### config.mk
export PLATFORM = sky130hd
export DESIGN_NAME = pipe_hazard_ctrl
export DESIGN_NICKNAME = d
export VERILOG_FILES = /design/src/rtl/pipe_hazard_ctrl.sv
export SDC_FILE = /design/constraint.sdc
export NUM_CORES = 1
export LEC_CHECK = 0
export CAP_MARGIN = 30
export CORE_MARGIN = 4
export CORE_UTILIZATION = 47
export CTS_CLUSTER_SIZE = 25
export DETAILED_ROUTE_END_ITERATION = 8
export PLACE_DENSITY = 0.81
export REMOVE_ABC_BUFFERS = 1
export SETUP_SLACK_MARGIN = 0.4
export SLEW_MARGIN = 10
export SYNTH_ARGS = -nofsm -noshare
export SYNTH_HDL_FRONTEND = slang
export SYNTH_SLANG_ARGS = --single-unit
### constraint.sdc
create_clock -name clk -period 2.7 [get_ports clk]
set_clock_uncertainty 0.05 [all_clocks]
set_input_delay 0.405 -clock clk [delete_from_list [all_inputs] [get_ports clk]]
set_output_delay 0.405 -clock clk [all_outputs]
set_load 0.05 [all_outputs]
### src/rtl/pipe_hazard_ctrl.sv
`default_nettype none
// ============================================================================
// Module     : pipe_hazard_ctrl
// Description: Load-use stall, branch flush, memory-wait and forwarding control
//              for a 5-stage pipeline, with saturating stall/flush statistics.
// Revision   : 1.0 - initial release
// ============================================================================
module pipe_hazard_ctrl #(
    parameter int LOAD_STALL  = 1,
    parameter int MEM_TIMEOUT = 64,
    parameter int CNT_W       = 16
) (
    input  logic             clk,
    input  logic             rst_n,
    input  logic [4:0]       id_rs1,
    input  logic [4:0]       id_rs2,
    input  logic             id_use_rs2,
    input  logic [4:0]       ex_rs1,
    input  logic [4:0]       ex_rs2,
    input  logic [4:0]       ex_rd,
    input  logic             ex_regwrite,
    input  logic             ex_memtoreg,
    input  logic [4:0]       mem_rd,
    input  logic             mem_regwrite,
    input  logic [4:0]       wb_rd,
    input  logic             wb_regwrite,
    input  logic             mem_branch,
    input  logic             mem_jump,
    input  logic             mem_zero,
    input  logic             dmem_req,
    input  logic             dmem_ack,
    output logic             pc_en,
    output logic             ifid_en,
    output logic             idex_en,
    output logic             exmem_en,
    output logic             ifid_flush,
    output logic             idex_flush,
    output logic             exmem_flush,
    output logic             pc_sel,
    output logic [1:0]       fwd_a,
    output logic [1:0]       fwd_b,
    output logic [CNT_W-1:0] stall_cnt,
    output logic [CNT_W-1:0] flush_cnt,
    output logic             mem_err
);

    localparam int                WAIT_W       = $clog2(MEM_TIMEOUT + 1);
    localparam logic [3:0]        c_STALL_INIT = 4'(LOAD_STALL - 1);
    localparam logic [WAIT_W-1:0] c_TIMEOUT    = WAIT_W'(MEM_TIMEOUT);

    typedef enum logic [1:0] {
        S_RUN      = 2'd0,
        S_LD_STALL = 2'd1,
        S_MEM_WAIT = 2'd2
    } state_t;

    state_t            r_state, w_state_nxt;
    logic [3:0]        r_stall_left, w_stall_nxt;
    logic [WAIT_W-1:0] r_wait, w_wait_nxt, w_wait_inc;
    logic              r_mem_err, w_err_set;
    logic [CNT_W-1:0]  r_stall_cnt, r_flush_cnt;
    logic              w_taken, w_busy, w_load_use;
    logic [3:0]        w_en;     // {pc, ifid, idex, exmem}
    logic [2:0]        w_flush;  // {ifid, idex, exmem}
    logic              w_pc_sel;
    logic [1:0]        w_fwd_a, w_fwd_b;

    assign w_taken    = mem_jump | (mem_branch & mem_zero);
    assign w_busy     = dmem_req & ~dmem_ack;
    assign w_load_use = ex_memtoreg & ex_regwrite & (ex_rd != 5'd0) &
                        ((ex_rd == id_rs1) | (id_use_rs2 & (ex_rd == id_rs2)));
    assign w_wait_inc = r_wait + WAIT_W'(1);

    always_comb begin
        w_en        = 4'b1111;
        w_flush     = 3'b000;
        w_pc_sel    = 1'b0;
        w_state_nxt = r_state;
        w_stall_nxt = r_stall_left;
        w_wait_nxt  = r_wait;
        w_err_set   = 1'b0;
        case (r_state)
            S_RUN: begin
                if (w_busy) begin
                    w_en        = 4'b0000;
                    w_wait_nxt  = '0;
                    w_state_nxt = S_MEM_WAIT;
                end else if (w_taken) begin
                    w_pc_sel = 1'b1;
                    w_flush  = 3'b111;
                end else if (w_load_use) begin
                    w_en        = 4'b0011;
                    w_flush     = 3'b010;
                    w_stall_nxt = c_STALL_INIT;
                    w_state_nxt = (LOAD_STALL > 1) ? S_LD_STALL : S_RUN;
                end
            end
            S_LD_STALL: begin
                if (w_busy) begin
                    w_en        = 4'b0000;
                    w_wait_nxt  = '0;
                    w_state_nxt = S_MEM_WAIT;
                end else if (w_taken) begin
                    w_pc_sel    = 1'b1;
                    w_flush     = 3'b111;
                    w_stall_nxt = 4'd0;
                    w_state_nxt = S_RUN;
                end else begin
                    w_en    = 4'b0011;
                    w_flush = 3'b010;
                    if (r_stall_left <= 4'd1) begin
                        w_stall_nxt = 4'd0;
                        w_state_nxt = S_RUN;
                    end else begin
                        w_stall_nxt = r_stall_left - 4'd1;
                    end
                end
            end
            S_MEM_WAIT: begin
                if (w_busy) begin
                    w_en       = 4'b0000;
                    w_wait_nxt = w_wait_inc;
                    // Timeout abandons the access and any stall left pending
                    if (w_wait_inc == c_TIMEOUT) begin
                        w_err_set   = 1'b1;
                        w_stall_nxt = 4'd0;
                        w_state_nxt = S_RUN;
                    end
                end else if (w_taken) begin
                    w_pc_sel    = 1'b1;
                    w_flush     = 3'b111;
                    w_stall_nxt = 4'd0;
                    w_state_nxt = S_RUN;
                end else if (w_load_use) begin
                    w_en        = 4'b0011;
                    w_flush     = 3'b010;
                    w_stall_nxt = c_STALL_INIT;
                    w_state_nxt = (LOAD_STALL > 1) ? S_LD_STALL : S_RUN;
                end else begin
                    w_state_nxt = (r_stall_left != 4'd0) ? S_LD_STALL : S_RUN;
                end
            end
            default: w_state_nxt = S_RUN;
        endcase
    end

    always_comb begin
        w_fwd_a = 2'b00;
        w_fwd_b = 2'b00;
        if (mem_regwrite && mem_rd != 5'd0 && mem_rd == ex_rs1)     w_fwd_a = 2'b10;
        else if (wb_regwrite && wb_rd != 5'd0 && wb_rd == ex_rs1)   w_fwd_a = 2'b01;
        if (mem_regwrite && mem_rd != 5'd0 && mem_rd == ex_rs2)     w_fwd_b = 2'b10;
        else if (wb_regwrite && wb_rd != 5'd0 && wb_rd == ex_rs2)   w_fwd_b = 2'b01;
    end

    // Control outputs are forced to their reset values while rst_n is low
    assign pc_en       = rst_n & w_en[3];
    assign ifid_en     = rst_n & w_en[2];
    assign idex_en     = rst_n & w_en[1];
    assign exmem_en    = rst_n & w_en[0];
    assign ifid_flush  = ~rst_n | w_flush[2];
    assign idex_flush  = ~rst_n | w_flush[1];
    assign exmem_flush = ~rst_n | w_flush[0];
    assign pc_sel      = rst_n & w_pc_sel;
    assign fwd_a       = rst_n ? w_fwd_a : 2'b00;
    assign fwd_b       = rst_n ? w_fwd_b : 2'b00;
    assign stall_cnt   = r_stall_cnt;
    assign flush_cnt   = r_flush_cnt;
    assign mem_err     = r_mem_err;

    always_ff @(posedge clk or negedge rst_n) begin
        if (!rst_n) begin
            r_state      <= S_RUN;
            r_stall_left <= 4'd0;
            r_wait       <= '0;
            r_mem_err    <= 1'b0;
            r_stall_cnt  <= '0;
            r_flush_cnt  <= '0;
        end else begin
            r_state      <= w_state_nxt;
            r_stall_left <= w_stall_nxt;
            r_wait       <= w_wait_nxt;
            if (w_err_set)
                r_mem_err <= 1'b1;
            if (!w_en[3] && r_stall_cnt != '1)
                r_stall_cnt <= r_stall_cnt + 1'b1;
            if (w_pc_sel && r_flush_cnt != '1)
                r_flush_cnt <= r_flush_cnt + 1'b1;
        end
    end

endmodule
`default_nettype wire

* Word level (Yosys, flattened, before mapping)
Cells that the tools add are included.
Cells by class: equality and inequality tests 20, muxes and demuxes 49, reductions and logical operators 22, add/sub/neg operators 4, shift-type cells 0, $lt $le $gt $ge 1, bitwise gates (word level) 18, div/mod/pow operators 0, multipliers 0
Operators by type and width (count):
- 2-to-1 mux 4 bit | 14
- adder 16 x 1 -> 16 bit, second input constant | 2
- inequality test 16 bit, second input constant | 2
- == test 5 bit | 6
- 2-to-1 mux 2 bit | 13
- nonzero test 5 bit | 3
- 2-to-1 mux 7 bit | 2
- one-hot mux 7 bit (2 select lines) | 1
- 2-to-1 mux 3 bit | 4
- one-hot mux 4 bit (3 select lines) | 1
- AND 1 bit | 11
- 2-to-1 mux 1 bit | 11
- inequality test 3 bit, second input constant | 3
- logical AND 1 bit | 8
- inequality test 2 bit, second input constant | 4
- one-hot mux 4 bit (2 select lines) | 1
- adder 7 x 1 -> 7 bit, second input constant | 1
- == test 7 bit, second input constant | 1
- one-hot mux 2 bit (3 select lines) | 1
- one-hot mux 3 bit (2 select lines) | 1
- bitwise OR 1 bit | 5
- AND reduction 5 bit | 1
- <= comparator 4 x 1 -> 1 bit, second input constant | 1
- inequality test 4 bit, second input constant | 1
- 14 further kinds | 16
Storage, ports and cells: output and inout port bits 45, bits in latches 0, memories kept 0, bits in writable memories 0, memory bits (read-only) 0, input port bits 47, bits in registers 46

* Longest topological paths before layout
Gate-level depths: netlist of run 1.
depth after elaboration 10, mapped depth 9, mapped depth without buffers 8

* Least setup slack after synthesis of run 1
OpenSTA, ideal clock, no wires.
kind input port to output port, start input port mem_rd[1], end output port fwd_a[0], required time 2.245 ns, arrival 2.756 ns, slack -0.511 ns, stages on the path 4, path through or4_1 -> o21ai_0 -> nor4_1 -> nor4_1
On the way: longest elaborated chain between the ends 5, elaborated cells on any way between the ends 6, those cells by class 1 x eq/ne; 2 x mux; 3 x reduce/logical
Ends and longest elaborated chain:
- from (decl) | RTL line 23 | input logic [4:0] mem_rd,
- nonzero test 5 bit | RTL line 150 | if (mem_regwrite && mem_rd != 5'd0 && mem_rd == ex_rs1) w_fwd_a = 2'b10;
- logical AND 1 bit | RTL line 150
- logical AND 1 bit * | RTL line 150
- 2-to-1 mux 2 bit * | RTL line 150
- 2-to-1 mux 2 bit * | RTL line 165 | assign fwd_a = rst_n ? w_fwd_a : 2'b00;
- to (decl) | RTL line 40 | output logic [1:0] fwd_a,
Every way passes the cells marked *; elsewhere a longest branch is shown, timed or not.

* Worst setup path after layout of run 1
start input port ex_rd[4], end output port ifid_en
On the way: longest elaborated chain between the ends 9, elaborated cells on any way between the ends 12, those cells by class 2 x eq/ne; 4 x mux; 5 x bitwise; 1 x reduce/logical
Ends and longest elaborated chain:
- from (decl) | RTL line 20 | input logic [4:0] ex_rd,
- == test 5 bit | RTL line 71 | ((ex_rd == id_rs1) | (id_use_rs2 & (ex_rd == id_rs2)));
- AND 1 bit | RTL line 71
- bitwise OR 1 bit | RTL line 71
- AND 1 bit * | RTL line 70 | assign w_load_use = ex_memtoreg & ex_regwrite & (ex_rd != 5'd0) &
- 2-to-1 mux 4 bit * | RTL line 91, 134
- 2-to-1 mux 4 bit * | RTL line 129 | end else if (w_taken) begin
- 2-to-1 mux 4 bit * | RTL line 120 | if (w_busy) begin
- one-hot mux 4 bit (2 select lines) * | RTL line 82 | case (r_state)
- AND 1 bit * | RTL line 158 | assign ifid_en = rst_n & w_en[2];
- to (decl) | RTL line 33 | output logic ifid_en,
Marks and branches as above.

==> flow_metrics.py, run 1 <==
metrics = {
    "status": {
        "status": "finished clean",
    },
    "worst_setup_path": {
        "worstPathRequired_ps": 2250,
        "worstPathMaxFanout": 2,
        "cp-start-kind": "primary input",
        "cp.arrival_ps": 1970,
        "critPathCaptureType": "output port",
        "critPathKind": "primary input to output port",
    },
    "cts": {
        "worst_skew_pair.late_latency_ps": 300,
        "cts_buffers": 5,
        "cts_tree": "done",
        "cts.sinks": 46,
        "ctsHoldBuffers": 0,
        "clockRootBuffer": "clkbuf_8",
        "path_clk_slew_ps": 90,
        "clock_path_buffers": 2,
        "htreeDepth": 2,
    },
    "route": {
        "wl_per_cell_um": 17.2,
        "drc_errors": 0,
        "viasPerCell": 5.56,
        "vias": 2862,
        "first_iter_violations": 123,
        "drtAntennaViolNets": 0,
        "dr.pass1.iters": 4,
        "wl_mm": 8.85,
    },
    "die": {
        "rows": 28,
        "start_util": 0.490,
        "fp.dieW_um": 87.0,
        "die_area_mm2": 0.00757,
        "die_y_um": 87.0,
        "pin_count": 92,
        "coreArea_mm2": 0.00599,
    },
    "yosys": {
        "synth_seq_cells": 46,
        "netlist_area_mm2": 0.00293,
        "synth_fa_ha_area_frac": 0.0469,
        "synth_compound_area_frac": 0.115,
        "synth_top_area_cell": "dfrtp_1",
        "yosysSeqAreaShare": 0.392,
        "synth_flop_cell": "dfrtp_1",
        "post-synth-top-count-cell": "dfrtp_1",
        "synth_top_area_frac": 0.392,
        "synthCells": 304,
        "yosys_warnings": 0,
        "synth_edf_count": 0,
        "synth-async-reset-ratio": 1.00,
        "yosysUniqueCellTypes": 48,
        "syn_area_per_cell_um2": 9.65,
        "yosys.area_share.simple": 0.228,
        "synth_area_leaders": "dfrtp_1 39%, xor2_1 13%, xnor2_1 5.1%",
        "synth_xor_area_frac": 0.179,
        "synth.area.mux_share": 0.0115,
        "synth_top_family_by_area": "simple AND/OR/NAND/NOR gates",
        "synthTopCellsByCount": "46 x dfrtp_1, 43 x xor2_1, 26 x nand2_1, 18 x nor2_1, 17 x xnor2_1",
    },
    "global_routing": {
        "grt_pass1_wl_mm": 13.4,
        "grt_pass1_vias": 2843,
        "grt_max_degree": 37,
        "grt_usage": 0.224,
        "overflow": 0,
        "antenna_found_initial": 0,
    },
    "power_and_ir_drop": {
        "leakagePower_nw": 2.01,
        "vdd_drop_max_uv": 972,
        "power_density_mw_per_mm2": 739,
    },
    "place": {
        "dpl.hpwl_mm": 5.94,
        "portBuffers": 91,
        "dp_slack_ps": -187,
        "gp_congestion": 0.866,
    },
    "sta": {
        "fmax_ghz": 0.413,
        "period_share": 0.896,
        "fin_ws_ps": 280,
        "setup_tns_ps": 0,
        "finalMaxSlewViolations": 0,
        "final_hold_viol_count": 0,
        "finalSetupViolations": 0,
        "rsz0062_at_grt": "yes",
        "tightestPinTransition_ps": 527,
        "post-route-min-period_ps": 2420,
        "max_slew_margin": 0.648,
    },
    "final_layout": {
        "area_delta_synth_final_pct": 60.1,
        "layout-drive-gt1-share": 0.298,
        "final_net_count": 497,
        "antenna_cells": 0,
    },
    "hold_path": {
        "hp-class": "primary input to asynchronous set/reset pin",
    },
    "job": {
        "maxCapViolations": 0,
    },
}
## worst max-delay path, stage by stage
cell and delay (ps):
buf_8 100, buf_6 100, or4_4 530, o211ai_1 230, buf_4 160, o41a_4 130
and2_4 160, buf_8 140
## registers in the layout (all words and copies together), names as in the netlist
| name | flops |
|---|---|
| r_state | 2 |
| r_wait | 7 |
| flush_cnt | 16 |
| r_stall_left | 4 |
| stall_cnt | 16 |
| mem_err | 1 |
## cells in the final DEF (no fill, tap or decap), types with 5 or more instances in the layout
| cell | instances |
|---|---|
| dfrtp_1 | 44 |
| clkdlybuf4s50_1 | 44 |
| xor2_1 | 42 |
| buf_4 | 37 |
| nand2_1 | 26 |
| xnor2_1 | 16 |
| nor2_1 | 16 |
| buf_6 | 15 |
| nand3_1 | 14 |
| o21ai_0 | 11 |
| dlygate4sd2_1 | 10 |
| nor3_1 | 9 |
| buf_2 | 9 |
| nor4_4 | 7 |
| nand4_1 | 7 |
| ha_1 | 7 |
| inv_1 | 6 |
| nor2b_1 | 5 |
| and2_1 | 5 |
| clkbuf_8 | 5 |
| buf_12 | 5 |
## routing by layer
metal | GRT usage | routed length (um) | part of all wire
met1 | 0.287 | 3550 | 0.40
met2 | 0.384 | 4610 | 0.52
met3 | 0.0464 | 496 | 0.056
met4 | 0.0567 | 199 | 0.022
met5 | 0 | 0 | 0
## what timing repair did
| item | CTS | global route |
|---|---|---|
| pin swaps | 27 | 29 |
| setup endpoints to repair | 29 | 32 |
| endpoints found under the hold margin | 0 | 0 |
| gates cloned | 0 | 0 |
| gates resized for setup | 124 | 40 |
| setup buffers | 12 | 7 |
## cell type report
type | count | area, um^2
repair buffers | 136 | 1310
inverters | 8 | 35.0
well taps | 75 | 93.8
fillers | 384 | 1290
flip-flops and latches | 46 | 1150
clock inverters | 1 | 30.0
clock buffers | 7 | 76.3
multi-input cells | 242 | 2000
## cell families (layout without fill, tap and decap cells)
kind of cell / Yosys count / in the layout
xor+xnor: 60 / 60
compound gates: 46 / 46
buf+inv: 16 / 152
mux: 3 / 3
flops: 46 / 46
simple gates: 122 / 122
fa+ha+maj: 11 / 11
## metrics by stage
| step | total power (W) | std cells | hold WS (ps) | area [um^2] | util |
|---|---|---|---|---|---|
| CTS | 0.00333 | 508 | 71.1 | 4470 | 0.747 |
| floorplan | 0.00205 | 296 | 59.4 | 2880 | - |
| detailed placement | 0.00270 | 488 | 391 | 4130 | 0.689 |
| finish | 0.00347 | 515 | 56.5 | 4700 | 0.784 |
| global placement | 0.00266 | 488 | 389 | 4130 | 0.689 |
| global route | 0.00365 | 515 | 66.3 | 4700 | 0.784 |
## final timing paths
check                           start            end  slack (ps)  cells past startpoint
setup reg to reg           r_state[1]  stall_cnt[12]         450                     10
hold / removal                  rst_n     r_state[0]          60                      2
min in group clk              mem_err        mem_err         440                      1
setup / recovery             ex_rd[4]        ifid_en         280                      8
hold reg to reg               mem_err        mem_err         440                      1
max in group asynchronous       rst_n  flush_cnt[14]        2130                      2
## power by group
| group | internal [W] | switching (W) | total [W] |
|---|---|---|---|
| combinational | 0.000743 | 0.00113 | 0.00187 |
| clock | 0.000277 | 0.000238 | 0.000516 |
| sequential | 0.000850 | 0.000236 | 0.00109 |
Note: power is estimated with default switching activity, not from simulation.
==> run 2, diff against run 1 <==
--- a/config.mk
+++ b/config.mk
@@ -6,8 +6,10 @@
 export NUM_CORES = 1
 export LEC_CHECK = 0
 export CAP_MARGIN = 30
+export CORE_ASPECT_RATIO = 1.2
 export CORE_MARGIN = 4
 export CORE_UTILIZATION = 47
+export CTS_BUF_LIST = sky130_fd_sc_hd__clkbuf_4 sky130_fd_sc_hd__clkbuf_8 sky130_fd_sc_hd__clkbuf_16
 export CTS_CLUSTER_SIZE = 25
 export DETAILED_ROUTE_END_ITERATION = 8
 export PLACE_DENSITY = 0.81
==> flow_metrics.py, run 2 (synthesized netlist as in run 1, its figures left out) <==
metrics = {
    "sta": {
        "finalMaxSlewViolations": 0,
        "final_hold_viol_count": 0,
        "finalSetupViolations": 0,
        "max_slew_margin": 0.616,
        "hold_slack_ps": 117,
        "tightestPinTransition_ps": 572,
        "period_share": 0.897,
        "rsz0062_at_grt": "yes",
        "fin_ws_ps": 277,
        "post-route-min-period_ps": 2420,
        "fmax_ghz": 0.413,
    },
    "global_routing": {
        "grt_pass1_wl_mm": 13.2,
        "antenna_found_initial": 0,
        "grt_pass1_vias": 2854,
        "overflow": 0,
        "grt_usage": 0.216,
        "grt_max_degree": 30,
    },
    "die": {
        "start_util": 0.485,
        "die_y_um": 94.6,
        "rows": 31,
        "fp.dieW_um": 80.1,
        "pin_count": 92,
        "coreArea_mm2": 0.00605,
        "die_area_mm2": 0.00758,
    },
    "power_and_ir_drop": {
        "vdd_drop_max_uv": 1040,
        "power_density_mw_per_mm2": 744,
        "leakagePower_nw": 1.95,
        "p_total_w": 0.00343,
    },
    "cts": {
        "clockRootBuffer": "clkbuf_8",
        "path_clk_slew_ps": 90,
        "worst_skew_pair.late_latency_ps": 290,
        "htreeDepth": 2,
        "cts.sinks": 46,
        "cts_tree": "done",
        "clock_path_buffers": 2,
        "cts_buffers": 5,
    },
    "place": {
        "portBuffers": 91,
        "dp_slack_ps": -216,
        "dpl.hpwl_mm": 5.73,
        "gp_congestion": 0.869,
        "dpl.cell_count": 494,
    },
    "final_layout": {
        "fillers": 418,
        "antenna_cells": 0,
        "layout-drive-gt1-share": 0.286,
        "final_common_cell": "clkdlybuf4s50_1",
        "fin_cells": 515,
        "multi_input_area_mm2": 0.00196,
        "regArea_mm2": 0.00115,
        "final_cell_mix": "45 x clkdlybuf4s50_1, 44 x dfrtp_1, 42 x xor2_1",
        "area_delta_synth_final_pct": 57.1,
        "final_net_count": 490,
    },
    "route": {
        "first_iter_violations": 121,
        "wl_mm": 8.03,
        "vias": 2744,
        "dr.pass1.iters": 4,
        "drtAntennaViolNets": 0,
        "wl_per_cell_um": 15.6,
        "viasPerCell": 5.33,
        "drc_errors": 0,
    },
    "worst_setup_path": {
        "regToRegStartpoint": "stall_cnt[7]",
        "path_buf_inv": 2,
        "cp-start-kind": "primary input",
        "crit_start": "mem_branch",
        "worstPathRequired_ps": 2250,
        "critPathCaptureType": "output port",
        "worstPathMaxFanout": 5,
        "critPathKind": "primary input to output port",
        "slowest_stage": "clkdlybuf4s50_1",
        "slowest_delay_ps": 480,
        "critPathTopFamily": "compound AO/OA/AOI/OAI gates",
        "cp_cell_sequence": "clkdlybuf4s50_1, a21o_1, a211oi_2, o21bai_1, o41a_4, and2_4, buf_8",
        "cp.arrival_ps": 1970,
    },
    "hold_path": {
        "hp-class": "primary input to asynchronous set/reset pin",
    },
    "job": {
        "maxCapViolations": 0,
    },
    "status": {
        "status": "finished clean",
    },
}
[run 2: cell count changes in the layout (fill, tap and decap cells not counted), sizes merged]
cell,delta
buf,-4
clkbuf,-2
clkinvlp,+1
dlymetal6s2s,-3
clkdlybuf4s50,+1
[run 2: per-layer routing]
metal	track usage	part of all wire	up-vias
met4	0.0563	0.0090	0
met1	0.264	0.41	1329
met5	0	0	-
met2	0.391	0.54	74
li1	-	-	1332
met3	0.0372	0.047	9
[run 2: timing repair]
action	in CTS	in global routing
hold endpoints to repair	0	0
setup endpoints to repair	27	28
pin swaps	30	20
setup buffers	10	3
hold buffers	0	0
resized for setup	130	28
[run 2: where the power goes]
group / total, W / internal [W] / leakage [nW] / switching (W)
logic: 0.00183 / 0.000750 / 1.32 / 0.00108
registers: 0.00109 / 0.000850 / 0.570 / 0.000235
clock network: 0.000514 / 0.000286 / 0.0548 / 0.000228
[run 2: layout make-up]
type	count	share of cell area
clock buffer	6	0.0166
multi-input combinational	242	0.425
tap	82	0.0223
sequential	46	0.250
clock inverter	2	0.00814
timing repair buffer	129	0.270
inverter	8	0.00760
[run 2: worst paths after layout]
path	to	slack, ps	cells past startpoint
worst max-delay path	pc_en	280	7
worst min-delay path	stall_cnt[0]	120	2
worst max register to register	stall_cnt[8]	470	7
worst min register to register	mem_err	440	1
max in group asynchronous	r_state[0]	1810	3
min in group clk	mem_err	440	1
[run 2: through the flow]
stage / util / setup TNS, ps / area [um^2]
3_3_place_gp: 0.689 / -1100 / 4170
3_5_place_dp: 0.689 / -2550 / 4170
5_1_grt: 0.762 / 0 / 4610
6_report: 0.762 / 0 / 4610
2_1_floorplan: - / -9520 / 2880
4_1_cts: 0.747 / 0 / 4520
